$ cat config.mk
export PLATFORM = sky130hd
export DESIGN_NAME = multicycle_controller
export DESIGN_NICKNAME = d
export VERILOG_FILES = /design/src/rtl/multicycle_controller.sv
export SDC_FILE = /design/constraint.sdc
export NUM_CORES = 1
export LEC_CHECK = 0
export ABC_AREA = 1
export CAP_MARGIN = 0
export CORE_ASPECT_RATIO = 1.4
export CORE_UTILIZATION = 35
export CTS_BUF_LIST = sky130_fd_sc_hd__clkbuf_8
export DETAILED_ROUTE_END_ITERATION = 16
export GPL_TIMING_DRIVEN = 0
export SLEW_MARGIN = 20
export SYNTH_ARGS = -nofsm -noshare
export SYNTH_HDL_FRONTEND = slang
export SYNTH_SLANG_ARGS = --single-unit
$ cat constraint.sdc
create_clock -name clk -period 3.3 [get_ports clk]
set_input_delay 0.66 -clock clk [delete_from_list [all_inputs] [get_ports clk]]
set_output_delay 0.66 -clock clk [all_outputs]
set_load 0.02 [all_outputs]
$ cat src/rtl/multicycle_controller.sv
`default_nettype none
// ============================================================================
// Module      : multicycle_controller
// Description : Multicycle RV32I-subset sequencer with memory wait handshake,
//               memory timeout trap and retired-instruction counter.
// Revision    : 1.0 - initial release
// ============================================================================
module multicycle_controller #(
  parameter int TIMEOUT = 16,
  parameter int CNT_W   = 32
) (
  input  logic             clk,
  input  logic             rst_n,
  input  logic [6:0]       op,
  input  logic [2:0]       funct3,
  input  logic [6:0]       funct7,
  input  logic             zero,
  input  logic             mem_ready,
  output logic             mem_req,
  output logic             mem_write,
  output logic             adr_src,
  output logic             ir_write,
  output logic             pc_write,
  output logic             reg_write,
  output logic [1:0]       alu_src_a,
  output logic [1:0]       alu_src_b,
  output logic [2:0]       alu_control,
  output logic [1:0]       result_src,
  output logic [1:0]       imm_src,
  output logic             illegal,
  output logic             bus_err,
  output logic [CNT_W-1:0] instret
);

  localparam int WAIT_W = (TIMEOUT > 1) ? $clog2(TIMEOUT) : 1;

  localparam logic [WAIT_W-1:0] c_WAIT_MAX    = WAIT_W'(TIMEOUT - 1);
  localparam logic [WAIT_W-1:0] c_WAIT_ONE    = WAIT_W'(1);
  localparam logic [CNT_W-1:0]  c_INSTRET_ONE = CNT_W'(1);

  localparam logic [3:0] c_FETCH    = 4'd0;
  localparam logic [3:0] c_DECODE   = 4'd1;
  localparam logic [3:0] c_MEMADR   = 4'd2;
  localparam logic [3:0] c_MEMREAD  = 4'd3;
  localparam logic [3:0] c_MEMWB    = 4'd4;
  localparam logic [3:0] c_MEMWRITE = 4'd5;
  localparam logic [3:0] c_EXECR    = 4'd6;
  localparam logic [3:0] c_EXECI    = 4'd7;
  localparam logic [3:0] c_ALUWB    = 4'd8;
  localparam logic [3:0] c_BEQ      = 4'd9;
  localparam logic [3:0] c_JAL      = 4'd10;
  localparam logic [3:0] c_TRAP     = 4'd11;

  localparam logic [6:0] c_OP_LOAD   = 7'b0000011;
  localparam logic [6:0] c_OP_STORE  = 7'b0100011;
  localparam logic [6:0] c_OP_RTYPE  = 7'b0110011;
  localparam logic [6:0] c_OP_ITYPE  = 7'b0010011;
  localparam logic [6:0] c_OP_BRANCH = 7'b1100011;
  localparam logic [6:0] c_OP_JAL    = 7'b1101111;

  localparam logic [2:0] c_ALU_AND = 3'b000;
  localparam logic [2:0] c_ALU_OR  = 3'b001;
  localparam logic [2:0] c_ALU_ADD = 3'b010;
  localparam logic [2:0] c_ALU_SUB = 3'b110;
  localparam logic [2:0] c_ALU_SLT = 3'b111;

  logic [3:0]        r_state;
  logic [3:0]        w_next_state;
  logic [WAIT_W-1:0] r_wait_cnt;
  logic [CNT_W-1:0]  r_instret;
  logic              r_illegal;
  logic              r_bus_err;

  logic              w_mem_state;
  logic              w_wait_expired;
  logic              w_decode_ok;
  logic [2:0]        w_r_alu;
  logic              w_r_legal;
  logic [2:0]        w_i_alu;
  logic              w_i_legal;
  logic [1:0]        w_imm_src;
  logic              w_set_illegal;
  logic              w_retire;
  logic              w_unused_funct7;

  assign w_unused_funct7 = ^{funct7[6], funct7[4:0]};

  assign w_mem_state    = (r_state == c_FETCH) || (r_state == c_MEMREAD) ||
                          (r_state == c_MEMWRITE);
  // mem_ready in the final wait cycle takes priority over the timeout
  assign w_wait_expired = w_mem_state && !mem_ready && (r_wait_cnt == c_WAIT_MAX);

  assign w_decode_ok = (op == c_OP_LOAD) || (op == c_OP_STORE) || (op == c_OP_RTYPE) ||
                       (op == c_OP_ITYPE) || (op == c_OP_JAL) ||
                       ((op == c_OP_BRANCH) && (funct3 == 3'b000));

  always_comb begin
    w_r_alu   = c_ALU_AND;
    w_r_legal = 1'b1;
    w_i_alu   = c_ALU_AND;
    w_i_legal = 1'b1;
    case (funct3)
      3'b000: begin
        w_r_alu = funct7[5] ? c_ALU_SUB : c_ALU_ADD;
        w_i_alu = c_ALU_ADD;
      end
      3'b111: begin
        w_r_alu = c_ALU_AND;
        w_i_alu = c_ALU_AND;
      end
      3'b110: begin
        w_r_alu = c_ALU_OR;
        w_i_alu = c_ALU_OR;
      end
      3'b010: begin
        w_r_alu = c_ALU_SLT;
        w_i_alu = c_ALU_SLT;
      end
      default: begin
        w_r_legal = 1'b0;
        w_i_legal = 1'b0;
      end
    endcase
  end

  always_comb begin
    w_imm_src = 2'b00;
    case (op)
      c_OP_STORE:  w_imm_src = 2'b01;
      c_OP_BRANCH: w_imm_src = 2'b10;
      c_OP_JAL:    w_imm_src = 2'b11;
      default:     w_imm_src = 2'b00;
    endcase
  end

  // State register
  always_ff @(posedge clk) begin
    if (!rst_n) begin
      r_state <= c_FETCH;
    end else begin
      r_state <= w_next_state;
    end
  end

  // Next-state logic
  always_comb begin
    w_next_state = r_state;
    case (r_state)
      c_FETCH: begin
        if (mem_ready)           w_next_state = c_DECODE;
        else if (w_wait_expired) w_next_state = c_TRAP;
      end
      c_DECODE: begin
        case (op)
          c_OP_LOAD,
          c_OP_STORE:  w_next_state = c_MEMADR;
          c_OP_RTYPE:  w_next_state = c_EXECR;
          c_OP_ITYPE:  w_next_state = c_EXECI;
          c_OP_BRANCH: w_next_state = (funct3 == 3'b000) ? c_BEQ : c_TRAP;
          c_OP_JAL:    w_next_state = c_JAL;
          default:     w_next_state = c_TRAP;
        endcase
      end
      c_MEMADR:   w_next_state = (op == c_OP_LOAD) ? c_MEMREAD : c_MEMWRITE;
      c_MEMREAD: begin
        if (mem_ready)           w_next_state = c_MEMWB;
        else if (w_wait_expired) w_next_state = c_TRAP;
      end
      c_MEMWB:    w_next_state = c_FETCH;
      c_MEMWRITE: begin
        if (mem_ready)           w_next_state = c_FETCH;
        else if (w_wait_expired) w_next_state = c_TRAP;
      end
      c_EXECR:    w_next_state = w_r_legal ? c_ALUWB : c_TRAP;
      c_EXECI:    w_next_state = w_i_legal ? c_ALUWB : c_TRAP;
      c_ALUWB:    w_next_state = c_FETCH;
      c_BEQ:      w_next_state = c_FETCH;
      c_JAL:      w_next_state = c_ALUWB;
      c_TRAP:     w_next_state = c_TRAP;
      default:    w_next_state = c_FETCH;
    endcase
  end

  // Output logic
  always_comb begin
    mem_req     = 1'b0;
    mem_write   = 1'b0;
    adr_src     = 1'b0;
    ir_write    = 1'b0;
    pc_write    = 1'b0;
    reg_write   = 1'b0;
    alu_src_a   = 2'b00;
    alu_src_b   = 2'b00;
    alu_control = c_ALU_AND;
    result_src  = 2'b00;
    imm_src     = w_imm_src;
    case (r_state)
      c_FETCH: begin
        mem_req     = 1'b1;
        alu_src_b   = 2'b10;
        alu_control = c_ALU_ADD;
        result_src  = 2'b10;
        ir_write    = mem_ready;
        pc_write    = mem_ready;
      end
      c_DECODE: begin
        alu_src_a   = 2'b01;
        alu_src_b   = 2'b01;
        alu_control = c_ALU_ADD;
      end
      c_MEMADR: begin
        alu_src_a   = 2'b10;
        alu_src_b   = 2'b01;
        alu_control = c_ALU_ADD;
      end
      c_MEMREAD: begin
        mem_req = 1'b1;
        adr_src = 1'b1;
      end
      c_MEMWB: begin
        result_src = 2'b01;
        reg_write  = 1'b1;
      end
      c_MEMWRITE: begin
        mem_req   = 1'b1;
        mem_write = 1'b1;
        adr_src   = 1'b1;
      end
      c_EXECR: begin
        alu_src_a   = 2'b10;
        alu_control = w_r_alu;
      end
      c_EXECI: begin
        alu_src_a   = 2'b10;
        alu_src_b   = 2'b01;
        alu_control = w_i_alu;
      end
      c_ALUWB: reg_write = 1'b1;
      c_BEQ: begin
        alu_src_a   = 2'b10;
        alu_control = c_ALU_SUB;
        pc_write    = zero;
      end
      c_JAL: begin
        alu_src_a   = 2'b01;
        alu_src_b   = 2'b10;
        alu_control = c_ALU_ADD;
        pc_write    = 1'b1;
      end
      default: imm_src = 2'b00;
    endcase
    if (!rst_n) begin
      mem_req     = 1'b0;
      mem_write   = 1'b0;
      adr_src     = 1'b0;
      ir_write    = 1'b0;
      pc_write    = 1'b0;
      reg_write   = 1'b0;
      alu_src_a   = 2'b00;
      alu_src_b   = 2'b00;
      alu_control = 3'b000;
      result_src  = 2'b00;
      imm_src     = 2'b00;
    end
  end

  assign w_set_illegal = ((r_state == c_DECODE) && !w_decode_ok) ||
                         ((r_state == c_EXECR) && !w_r_legal) ||
                         ((r_state == c_EXECI) && !w_i_legal);

  assign w_retire = (r_state == c_MEMWB) || (r_state == c_ALUWB) || (r_state == c_BEQ) ||
                    ((r_state == c_MEMWRITE) && mem_ready);

  always_ff @(posedge clk) begin
    if (!rst_n) begin
      r_wait_cnt <= '0;
      r_instret  <= '0;
      r_illegal  <= 1'b0;
      r_bus_err  <= 1'b0;
    end else begin
      if (w_mem_state && !mem_ready && !w_wait_expired) begin
        r_wait_cnt <= r_wait_cnt + c_WAIT_ONE;
      end else begin
        r_wait_cnt <= '0;
      end
      if (w_retire) begin
        r_instret <= r_instret + c_INSTRET_ONE;
      end
      if (w_set_illegal) begin
        r_illegal <= 1'b1;
      end
      if (w_wait_expired) begin
        r_bus_err <= 1'b1;
      end
    end
  end

  assign illegal = r_illegal;
  assign bus_err = r_bus_err;
  assign instret = r_instret;

endmodule
`default_nettype wire

* Yosys cells after proc, flatten, opt, wreduce, memory -nomap -nowiden *
Cells that the tools add are included.

word-level totals
  bits in registers = 42
  latch bits = 0
  memory bits (writable) = 0
  bits in read-only memories = 0
  input port bits = 21
  output and inout port bits = 51
  word-level logic and storage cells = 103
  memories kept = 0

cells by class
  add/subtract/negate cells = 2
  multiply operators = 0
  div/mod/pow operators = 0
  $lt $le $gt $ge = 0
  eq/ne operators = 21
  shifts and indexed selects = 0
  multiplexer cells = 36
  bitwise gates (word level) = 0
  reductions and logical operators = 39

operators by type and width
  cell                                                  number
  adder 32 x 1 -> 32 bit (second input constant)        1
  case mux 4 bit (8 select lines)                       1
  equality test 4 bit (second input constant)           5
  case mux 4 bit (5 select lines)                       1
  case mux 3 bit (3 select lines)                       2
  equality test 4 x 3 -> 1 bit (second input constant)  4
  2-to-1 mux 4 bit                                      4
  equality test 7 x 6 -> 1 bit (second input constant)  2
  equality test 7 bit (second input constant)           2
  2-to-1 mux 2 bit                                      7
  logical OR 1 bit                                      12
  2-to-1 mux 1 bit                                      12
  case mux 2 bit (2 select lines)                       3
  case mux 3 bit (4 select lines)                       1
  OR reduction 2 bit                                    6
  OR reduction 4 bit                                    3
  OR reduction 11 bit                                   1
  2-to-1 mux 3 bit                                      3
  equality test 4 x 2 -> 1 bit (second input constant)  2
  logical AND 1 bit                                     8
  equality test 7 x 2 -> 1 bit (second input constant)  1
  equality test 7 x 5 -> 1 bit (second input constant)  1
  equality test 3 bit (second input constant)           2
  case mux 2 bit (3 select lines)                       1
  other kinds (9)                                       13

* Depth between registers and ports, before layout *
Gate-level depths: netlist (run 1).

  word-level depth = 10
  depth in mapped cells = 11
  mapped depth without buffers = 10

* Worst setup path after synthesis (run 1) *
OpenSTA, ideal clock, no wires.

  path kind = input -> output
  from = input port op[1]
  to = output port imm_src[0]
  arrival time = 1.812 ns
  data required time = 2.640 ns
  path slack = 0.828 ns
  stages on the path = 5
  buffers on the path = 0
  cell sequence = nand2_1 nor3_1 nand2_1 nand2_1 nor3b_1

between the ends
  word-level cells in the longest chain between the ends = 4
  elaborated cells on any way between the ends = 6

ends and longest elaborated chain
  element                                                                     line  RTL
  from (decl)                                                                 14    input logic [6:0] op,
  equality test 7 bit / equality test 7 x 6 -> 1 bit (equally long branches)  128   case (op)
  case mux 2 bit (3 select lines) *                                           128
  2-to-1 mux 2 bit *                                                          197   case (r_state)
  2-to-1 mux 2 bit *                                                          252   if (!rst_n) begin
  to (decl)                                                                   29    output logic [1:0] imm_src,

Mark *: on every way between the ends. The rest lies on a longest branch, timed or not.

* Final worst setup path (run 1) *
  from = input port rst_n
  to = output port alu_control[2]

between the ends
  word-level cells in the longest chain between the ends = 1

ends and longest elaborated chain
  element           line  RTL
  from (decl)       13    input logic rst_n,
  2-to-1 mux 3 bit  252
  to (decl)         27    output logic [2:0] alu_control,

No other way between the ends.

==> flow_summary.json, run 1 <==
{
  "ff_latch_area_um2": 841,
  "drv_slew": 0,
  "startpoint_type": "input port",
  "tightestPinTransition_ns": 0.550,
  "syn-cell-area_um2": 2760,
  "htree_levels": 2,
  "gp_congestion": 0.925,
  "nFillCells": 880,
  "io_pins": 72,
  "period_share": 0.966,
  "grt_pass1_vias": 3062,
  "async_reset_ff_frac": 0,
  "cp.required_ns": 2.64,
  "coreArea_um2": 7700,
  "synth-simple-area-share": 0.462,
  "crit_arrival_ns": 2.53,
  "synth_fa_ha_area_frac": 0.00906,
  "vias": 3119,
  "layout-drive-gt1-share": 0.0647,
  "synthesis.nets": 491,
  "fin_util": 0.475,
  "synthToLayoutAreaGrowth_pct": 32.6,
  "layout_min_cycle_time_ns": 3.19,
  "die_x_um": 77.1,
  "outcome": "completed",
  "overflow": 0,
  "dp_hpwl_um": 6600,
  "rsz0062_at_grt": "false",
  "ir_worst_vdd_mv": 0.378,
  "diodes": 0,
  "fin_worst_skew_ns": 0.00495,
  "final_net_count": 563,
  "synth_compound_area_frac": 0.0910,
  "critical_path_class": "in2out",
  "die_area_um2": 8260,
  "finalSetupTns_ns": 0,
  "synth_top_family_by_area": "simple AND/OR/NAND/NOR gates",
  "first_pass_iters": 4,
  "multiInputGateArea_um2": 1650,
  "track_usage": 0.215,
  "max-cap-violations": 0,
  "syn_inst": 468,
  "fmax_mhz": 314,
  "core.rowCount": 38,
  "grt_pass1_wl_um": 14000,
  "clock_sinks": 42,
  "end_kind": "primary output",
  "max_slew_margin": 0.633,
  "drt_iter0_drc": 132,
  "yosys_warnings": 0,
  "die_h_um": 107,
  "syn_area_per_cell_um2": 5.90,
  "numCtsBuffers": 5,
  "portBuffers": 65,
  "ant_nets": 0,
  "cts.clk_slew.worst_paths_ns": 0.09,
  "worstHoldPathType": "reg2reg",
  "setup_viol": 0,
  "grt_max_degree": 15,
  "leakage_nw": 1.41,
  "vias_per_cell": 4.87,
  "ys_types": 35,
  "cts_tree": "built",
  "cts-root-buf": "clkbuf_8",
  "timing.hold.ws_ns": 0.459,
  "cts_buffer_depth": 2,
  "drc": 0,
  "synth_edf_count": 0,
  "initial_utilization": 0.359,
  "p_per_area_nw_per_um2": 486,
  "synthFlopType": "dfxtp_1",
  "synth_mux_area_frac": 0,
  "cp_max_fo": 10,
  "synth_seq_cells": 42,
  "wirelength_um": 8430,
  "hold_viol_final": 0,
  "clock_latency_ns": 0.30,
  "antenna_found_initial": 0,
  "ys_seq_area_frac": 0.304,
  "wl_per_cell_um": 13.2,
  "yosys.area_share.xor_xnor": 0.0317
}
[sequential cells by signal (all words and copies together), names as in the netlist]
register    flops
bus_err         1
illegal         1
instret        32
r_state         4
r_wait_cnt      4
[metal layers]
| metal | track usage | vias up | part of all wire |
|---|---|---|---|
| met2 | 0.416 | 82 | 0.53 |
| met3 | 0.0315 | 18 | 0.046 |
| met1 | 0.226 | 1393 | 0.40 |
| met5 | 0 | - | 0 |
| li1 | - | 1626 | - |
| met4 | 0.0984 | 0 | 0.030 |
[cell usage after synthesis, types with 3 or more instances]
cell type	number	area (µm²)
inv_2	5	18.8
nor2_1	95	357
nand2_1	133	499
xor2_1	7	61.3
xnor2_1	3	26.3
nor3_1	12	60.1
buf_4	3	22.5
dfxtp_1	42	841
nand3_1	33	165
a21oi_1	31	155
nand2_2	5	31.3
nand4_1	9	56.3
o21ai_0	7	35.0
clkbuf_1	5	18.8
inv_1	52	195
[worst max-delay path: stages]
cell             delay, ns
clkdlybuf4s50_1       0.48
clkbuf_2              0.27
clkbuf_2              0.32
o21ai_0               0.14
inv_1                 0.06
clkdlybuf4s50_1       0.59
[cells by family after synthesis]
| group | Yosys count |
|---|---|
| simple gates | 299 |
| buf+inv | 68 |
| compound gates | 47 |
| flops | 42 |
| xor+xnor | 10 |
| fa+ha+maj | 2 |
[layout by cell type (no fill, tap or decap), types with 2 or more instances in the layout]
| cell | instances |
|---|---|
| buf_4 | 3 |
| inv_1 | 52 |
| nand3_1 | 33 |
| nor2_2 | 2 |
| nor3_1 | 11 |
| clkbuf_2 | 3 |
| nand4_1 | 9 |
| nor2_1 | 95 |
| buf_6 | 2 |
| ha_1 | 2 |
| clkinvlp_4 | 2 |
| o21ai_1 | 2 |
| xnor2_1 | 3 |
| a31oi_1 | 2 |
| a21oi_1 | 31 |
| nor4_1 | 2 |
| clkdlybuf4s50_1 | 65 |
| dfxtp_1 | 42 |
| nand2_1 | 133 |
| xor2_1 | 7 |
| o21ai_0 | 7 |
| inv_2 | 5 |
| nand2_2 | 5 |
| clkbuf_8 | 5 |
[final timing paths]
| path | start | to | slack (ns) | cells after the start |
|---|---|---|---|---|
| hold / removal | r_wait_cnt[0] | r_wait_cnt[0] | 0.46 | 1 |
| setup reg to reg | r_state[3] | r_state[1] | 1.58 | 9 |
| hold reg to reg | r_wait_cnt[0] | r_wait_cnt[0] | 0.46 | 1 |
| setup / recovery | rst_n | alu_control[2] | 0.11 | 6 |
[report_power, final]
group / internal [W] / switching, W / leakage [nW]
Sequential: 0.000538 / 0.0000378 / 0.339
Clock: 0.000225 / 0.000201 / 0.0504
Combinational: 0.000283 / 0.000495 / 1.02
Total: 0.00105 / 0.000734 / 1.41
[layout make-up]
cell class	instances	area share
plain buffers	10	0.0188
clock buffers	5	0.0188
clock inverters	3	0.0123
inverters	58	0.0594
multi-input cells	358	0.449
flip-flops and latches	42	0.230
well taps	100	0.0342
repair buffers	65	0.178
[per-stage QoR]
step           cell area [µm²]  std cells  total power (W)  setup slack, ns
2_1_floorplan             2760        468          0.00108            0.828
4_1_cts                   3660        641          0.00179          0.00681
3_3_place_gp              3540        633          0.00136           -0.316
3_5_place_dp              3540        633          0.00136           -0.338
5_1_grt                   3660        641          0.00189           0.0223
6_report                  3660        641          0.00178            0.112
[repair_timing]
item	CTS	global route
endpoints found under the setup margin	3	7
buffers inserted	0	0
resized for setup	3	5
pin swaps	0	0
hold buffers	0	0
(Power assumes the default switching activity.)
==> inputs of run 2 (changes only) <==
--- a/config.mk
+++ b/config.mk
@@ -12,6 +12,7 @@
 export CTS_BUF_LIST = sky130_fd_sc_hd__clkbuf_8
 export DETAILED_ROUTE_END_ITERATION = 16
 export GPL_TIMING_DRIVEN = 0
+export REMOVE_ABC_BUFFERS = 1
 export SLEW_MARGIN = 20
 export SYNTH_ARGS = -nofsm -noshare
 export SYNTH_HDL_FRONTEND = slang
==> run 2 against run 1 <==
Setup slack worse by 0.010 ns. Utilization decreased by 1.0 points. Clock skew increased by 0.00089 ns. Combinational power decreased by 13%. Die area is the same. Count of clock-buffer cells in the layout up 1.
==> flow_summary.json, run 2 (synthesis results as in run 1) <==
{
  "period_share": 0.969,
  "io_pins": 72,
  "final_cells": 631,
  "track_usage": 0.201,
  "startpoint_type": "input port",
  "gp_congestion": 0.904,
  "drv_slew": 0,
  "end_kind": "primary output",
  "grt_util_met2": 0.385,
  "crit_arrival_ns": 2.54,
  "place_inst": 623,
  "crit_slowest_cell": "clkdlybuf4s50_1",
  "critical_path_class": "in2out",
  "outcome": "completed",
  "layout_min_cycle_time_ns": 3.20,
  "die_x_um": 77.1,
  "fin_util": 0.465,
  "grt_pass1_wl_um": 13000,
  "setup_viol": 0,
  "crit_chain": "clkdlybuf4s50_1 -> inv_1 -> nand2_1 -> nor2_1 -> nand4_1 -> nand2_1 -> nor3b_1 -> clkdlybuf4s50_1",
  "top_usage_layer": "met2",
  "fin_worst_skew_ns": 0.00584,
  "met3_usage": 0.0349,
  "rsz0062_at_grt": "false",
  "cp.required_ns": 2.64,
  "grt_max_degree": 38,
  "hold_start": "bus_err",
  "grt_pass1_vias": 2851,
  "cts_tree": "built",
  "cts_post_setup_buffers_inserted": 0,
  "final_common_cell": "nand2_1",
  "numCtsBuffers": 5,
  "grt_use_met1": 0.208,
  "drc": 0,
  "htree_levels": 2,
  "diodes": 0,
  "core.rowCount": 38,
  "ir_worst_vdd_mv": 0.344,
  "tightestPinTransition_ns": 0.541,
  "final_net_count": 553,
  "wirelength_um": 7900,
  "rr_startpoint": "r_state[1]",
  "ant_nets": 0,
  "antenna_found_initial": 0,
  "layout-drive-gt1-share": 0.0527,
  "cts.clk_slew.worst_paths_ns": 0.08,
  "vias_per_cell": 4.90,
  "max_slew_margin": 0.640,
  "first_pass_iters": 4,
  "cts_buffer_depth": 2,
  "largest_reg_flops": 32,
  "critPathMaxStageDelay_ns": 0.63,
  "clock_latency_ns": 0.30,
  "max-cap-violations": 0,
  "coreArea_um2": 7700,
  "wl_per_cell_um": 12.5,
  "leakage_nw": 1.37,
  "holdBufCountCts": 0,
  "cp_max_fo": 3,
  "critPathLaunch": "op[4]",
  "layout_common_cells": "nand2_1 (133), nor2_1 (95), clkdlybuf4s50_1 (64)",
  "fmax_mhz": 313,
  "synthToLayoutAreaGrowth_pct": 29.7,
  "cts-root-buf": "clkbuf_8",
  "portBuffers": 65,
  "drt_iter0_drc": 123,
  "dpl_cell_area_um2": 3470,
  "p_per_area_nw_per_um2": 453,
  "worstHoldPathType": "reg2reg",
  "dp_hpwl_um": 6040,
  "clock_sinks": 42,
  "die_h_um": 107,
  "overflow": 0,
  "vias": 3089,
  "design_area_um2": 3580,
  "die_area_um2": 8260,
  "initial_utilization": 0.359,
  "hold_viol_final": 0
}
## run 2: cell count changes in the layout (fill, tap and decap cells not counted), sizes merged
cell,previous run,this run
clkdlybuf4s50,65,64
clkdlybuf4s15,0,1
bufinv,1,0
clkinvlp,2,1
clkbuf,9,6
inv,57,58
buf,6,0
## run 2: power by group
part | internal (W) | switching (W) | total, W
clock | 0.000168 | 0.000192 | 0.000361
combinational | 0.000233 | 0.000445 | 0.000678
sequential | 0.000538 | 0.0000464 | 0.000585
## run 2: cell type report
class	instances	area (µm²)
clock inverters	2	12.5
inverters	58	225
multi-input cells	358	1650
flip-flops and latches	42	841
repair buffers	65	652
well taps	100	125
fillers	854	4120
clock buffers	6	82.6
## run 2: layer usage
layer | up-vias | part of all wire
met5 | - | 0
met4 | 0 | 0.029
met3 | 17 | 0.045
met2 | 90 | 0.53
met1 | 1370 | 0.40
li1 | 1612 | -
## run 2: metrics by stage
stage	total power, W	setup TNS (ns)	setup slack [ns]	hold slack (ns)
2_1_floorplan	0.00102	0	0.609	0.418
3_3_place_gp	0.00128	-17.72	-1.50	0.436
3_5_place_dp	0.00128	-18.06	-1.50	0.443
4_1_cts	0.00164	0	0.0213	0.456
5_1_grt	0.00173	0	0.00376	0.473
6_report	0.00162	0	0.102	0.452
## run 2: repair_timing
| item | CTS | global route |
|---|---|---|
| gates cloned | 0 | 0 |
| endpoints found under the setup margin | 15 | 2 |
| pin swaps | 0 | 0 |
| resized for setup | 6 | 1 |
## run 2: final timing paths
| path | end | slack, ns | cells past startpoint |
|---|---|---|---|
| max reg2reg | instret[11] | 1.39 | 9 |
| min reg2reg | bus_err | 0.45 | 2 |
| min | bus_err | 0.45 | 2 |
| max | imm_src[0] | 0.10 | 8 |
## run 2: worst max-delay path: cells and delay by family
family | cells | cell delay [ns]
and+or+nand+nor | 5 | 0.72
buffers and inverters | 3 | 1.16
==> inputs of run 3 (changes only) <==
--- a/config.mk
+++ b/config.mk
@@ -8,10 +8,12 @@
 export ABC_AREA = 1
 export CAP_MARGIN = 0
 export CORE_ASPECT_RATIO = 1.4
-export CORE_UTILIZATION = 35
+export CORE_MARGIN = 5
+export CORE_UTILIZATION = 55
 export CTS_BUF_LIST = sky130_fd_sc_hd__clkbuf_8
 export DETAILED_ROUTE_END_ITERATION = 16
 export GPL_TIMING_DRIVEN = 0
+export PLACE_DENSITY = 0.89
 export REMOVE_ABC_BUFFERS = 1
 export SLEW_MARGIN = 20
 export SYNTH_ARGS = -nofsm -noshare
==> run 3 against run 2 <==
Clock skew rose by 0.0051 ns. Highest routed layer unchanged. Sequential power is essentially flat. Register-to-register slack barely moved. Cell count is 5.7% lower. Maximum frequency up 2.7%.
==> flow_summary.json, run 3 (synthesis results as in run 1) <==
{
  "final_net_count": 553,
  "finalSetupTns_ns": 0,
  "grt_max_degree": 38,
  "numCtsBuffers": 5,
  "power_w": 0.00177,
  "rsz0062_at_grt": "false",
  "final_cells": 595,
  "die_x_um": 69.9,
  "portBuffers": 65,
  "hold_viol_final": 0,
  "timing.hold.ws_ns": 0.469,
  "vias": 3179,
  "end_kind": "primary output",
  "ir_worst_vdd_mv": 0.602,
  "crit_arrival_ns": 2.45,
  "leakage_nw": 1.41,
  "grt_pass1_wl_um": 13100,
  "cts_post_setup_buffers_inserted": 0,
  "rr_startpoint": "r_state[1]",
  "antenna_found_initial": 0,
  "crit_chain": "clkdlybuf4s50_1 -> inv_1 -> nand2_1 -> nor2_1 -> nand4_1 -> a21oi_1 -> clkdlybuf4s50_1",
  "setup_viol": 0,
  "p_per_area_nw_per_um2": 492,
  "critPathMostFrequentCell": "clkdlybuf4s50_1",
  "dpl_cell_area_um2": 3430,
  "fin_worst_skew_ns": 0.0110,
  "cp.required_ns": 2.64,
  "gp_congestion": 0.936,
  "critPathMaxStageDelay_ns": 0.62,
  "max-cap-violations": 0,
  "fmax_mhz": 321,
  "crit_slowest_cell": "clkdlybuf4s50_1",
  "largest_reg_flops": 32,
  "coreArea_um2": 4880,
  "hold_start": "bus_err",
  "critPathLaunch": "op[4]",
  "holdBufCountCts": 0,
  "cts_buffer_depth": 2,
  "cts_tree": "built",
  "htree_levels": 2,
  "wl_per_cell_um": 13.2,
  "layout_min_cycle_time_ns": 3.11,
  "final_common_cell": "nand2_1",
  "vias_per_cell": 5.34,
  "drc": 0,
  "layout_common_cells": "nand2_1 (133), nor2_1 (95), clkdlybuf4s50_1 (63)",
  "wirelength_um": 7830,
  "grt_pass1_vias": 3030,
  "clock_sinks": 42,
  "io_pins": 72,
  "place_inst": 587,
  "design_area_um2": 3590,
  "synthToLayoutAreaGrowth_pct": 29.9,
  "layout-drive-gt1-share": 0.0527,
  "first_pass_iters": 4,
  "drv_slew": 0,
  "period_share": 0.943,
  "overflow": 0,
  "dp_hpwl_um": 5880,
  "die_h_um": 93.9,
  "diodes": 0,
  "max_slew_margin": 0.649,
  "cts.clk_slew.worst_paths_ns": 0.08,
  "ant_nets": 0,
  "critical_path_class": "in2out",
  "core.rowCount": 30,
  "startpoint_type": "input port",
  "drt_iter0_drc": 269,
  "die_area_um2": 6560,
  "initial_utilization": 0.566,
  "track_usage": 0.240,
  "worstHoldPathType": "reg2reg",
  "cp_max_fo": 3,
  "tightestPinTransition_ns": 0.526,
  "clock_latency_ns": 0.30,
  "cts-root-buf": "clkbuf_8",
  "outcome": "completed"
}
-- run 3: cell count changes in the layout (fill, tap and decap cells not counted), sizes merged --
cell | previous run | this run
clkinv | 1 | 0
bufinv | 0 | 2
dlymetal6s2s | 0 | 1
clkinvlp | 1 | 0
clkdlybuf4s50 | 64 | 63
-- run 3: worst max-delay path: cells and delay by family --
| kind | cells | cell delay [ns] |
|---|---|---|
| buffers and inverters | 3 | 1.17 |
| and+or+nand+nor | 3 | 0.43 |
| AOI/OAI and AO/OA | 1 | 0.19 |
-- run 3: where the power goes --
group,total [W],internal [W],switching [W],leakage [nW]
Combinational,0.000675,0.000233,0.000442,1.00
Sequential,0.000584,0.000538,0.0000452,0.339
Clock,0.000507,0.000323,0.000184,0.0714
-- run 3: path summary, 6_finish.rpt --
kind | endpoint | slack (ns) | cells past startpoint
setup / recovery | imm_src[1] | 0.19 | 7
hold / removal | bus_err | 0.47 | 2
setup reg to reg | instret[11] | 1.39 | 9
hold reg to reg | bus_err | 0.47 | 2
-- run 3: per-stage QoR --
step,setup WS [ns],util
floorplan,0.609,-
global placement,-1.37,0.703
detailed placement,-1.30,0.703
CTS,0.0794,0.734
global route,0.0864,0.735
finish,0.187,0.735
-- run 3: layer usage --
layer	vias to the layer above	routed length [µm]	track usage
met4	0	280	0.117
met1	1439	3000	0.253
met3	25	442	0.0396
met5	-	0	0
li1	1602	-	-
met2	113	4110	0.457
-- run 3: final cells by class --
type                    instances  area (µm²)
fillers                       402        1290
flip-flops and latches         42         841
inverters                      58         225
multi-input cells             358        1650
clock inverters                 2        60.1
well taps                      64        80.1
repair buffers                 65         654
clock buffers                   6        82.6
-- run 3: what timing repair did --
action	4_1_cts	5_1_grt
setup endpoints to repair	14	2
gates resized for setup	6	2
endpoints found under the hold margin	0	0
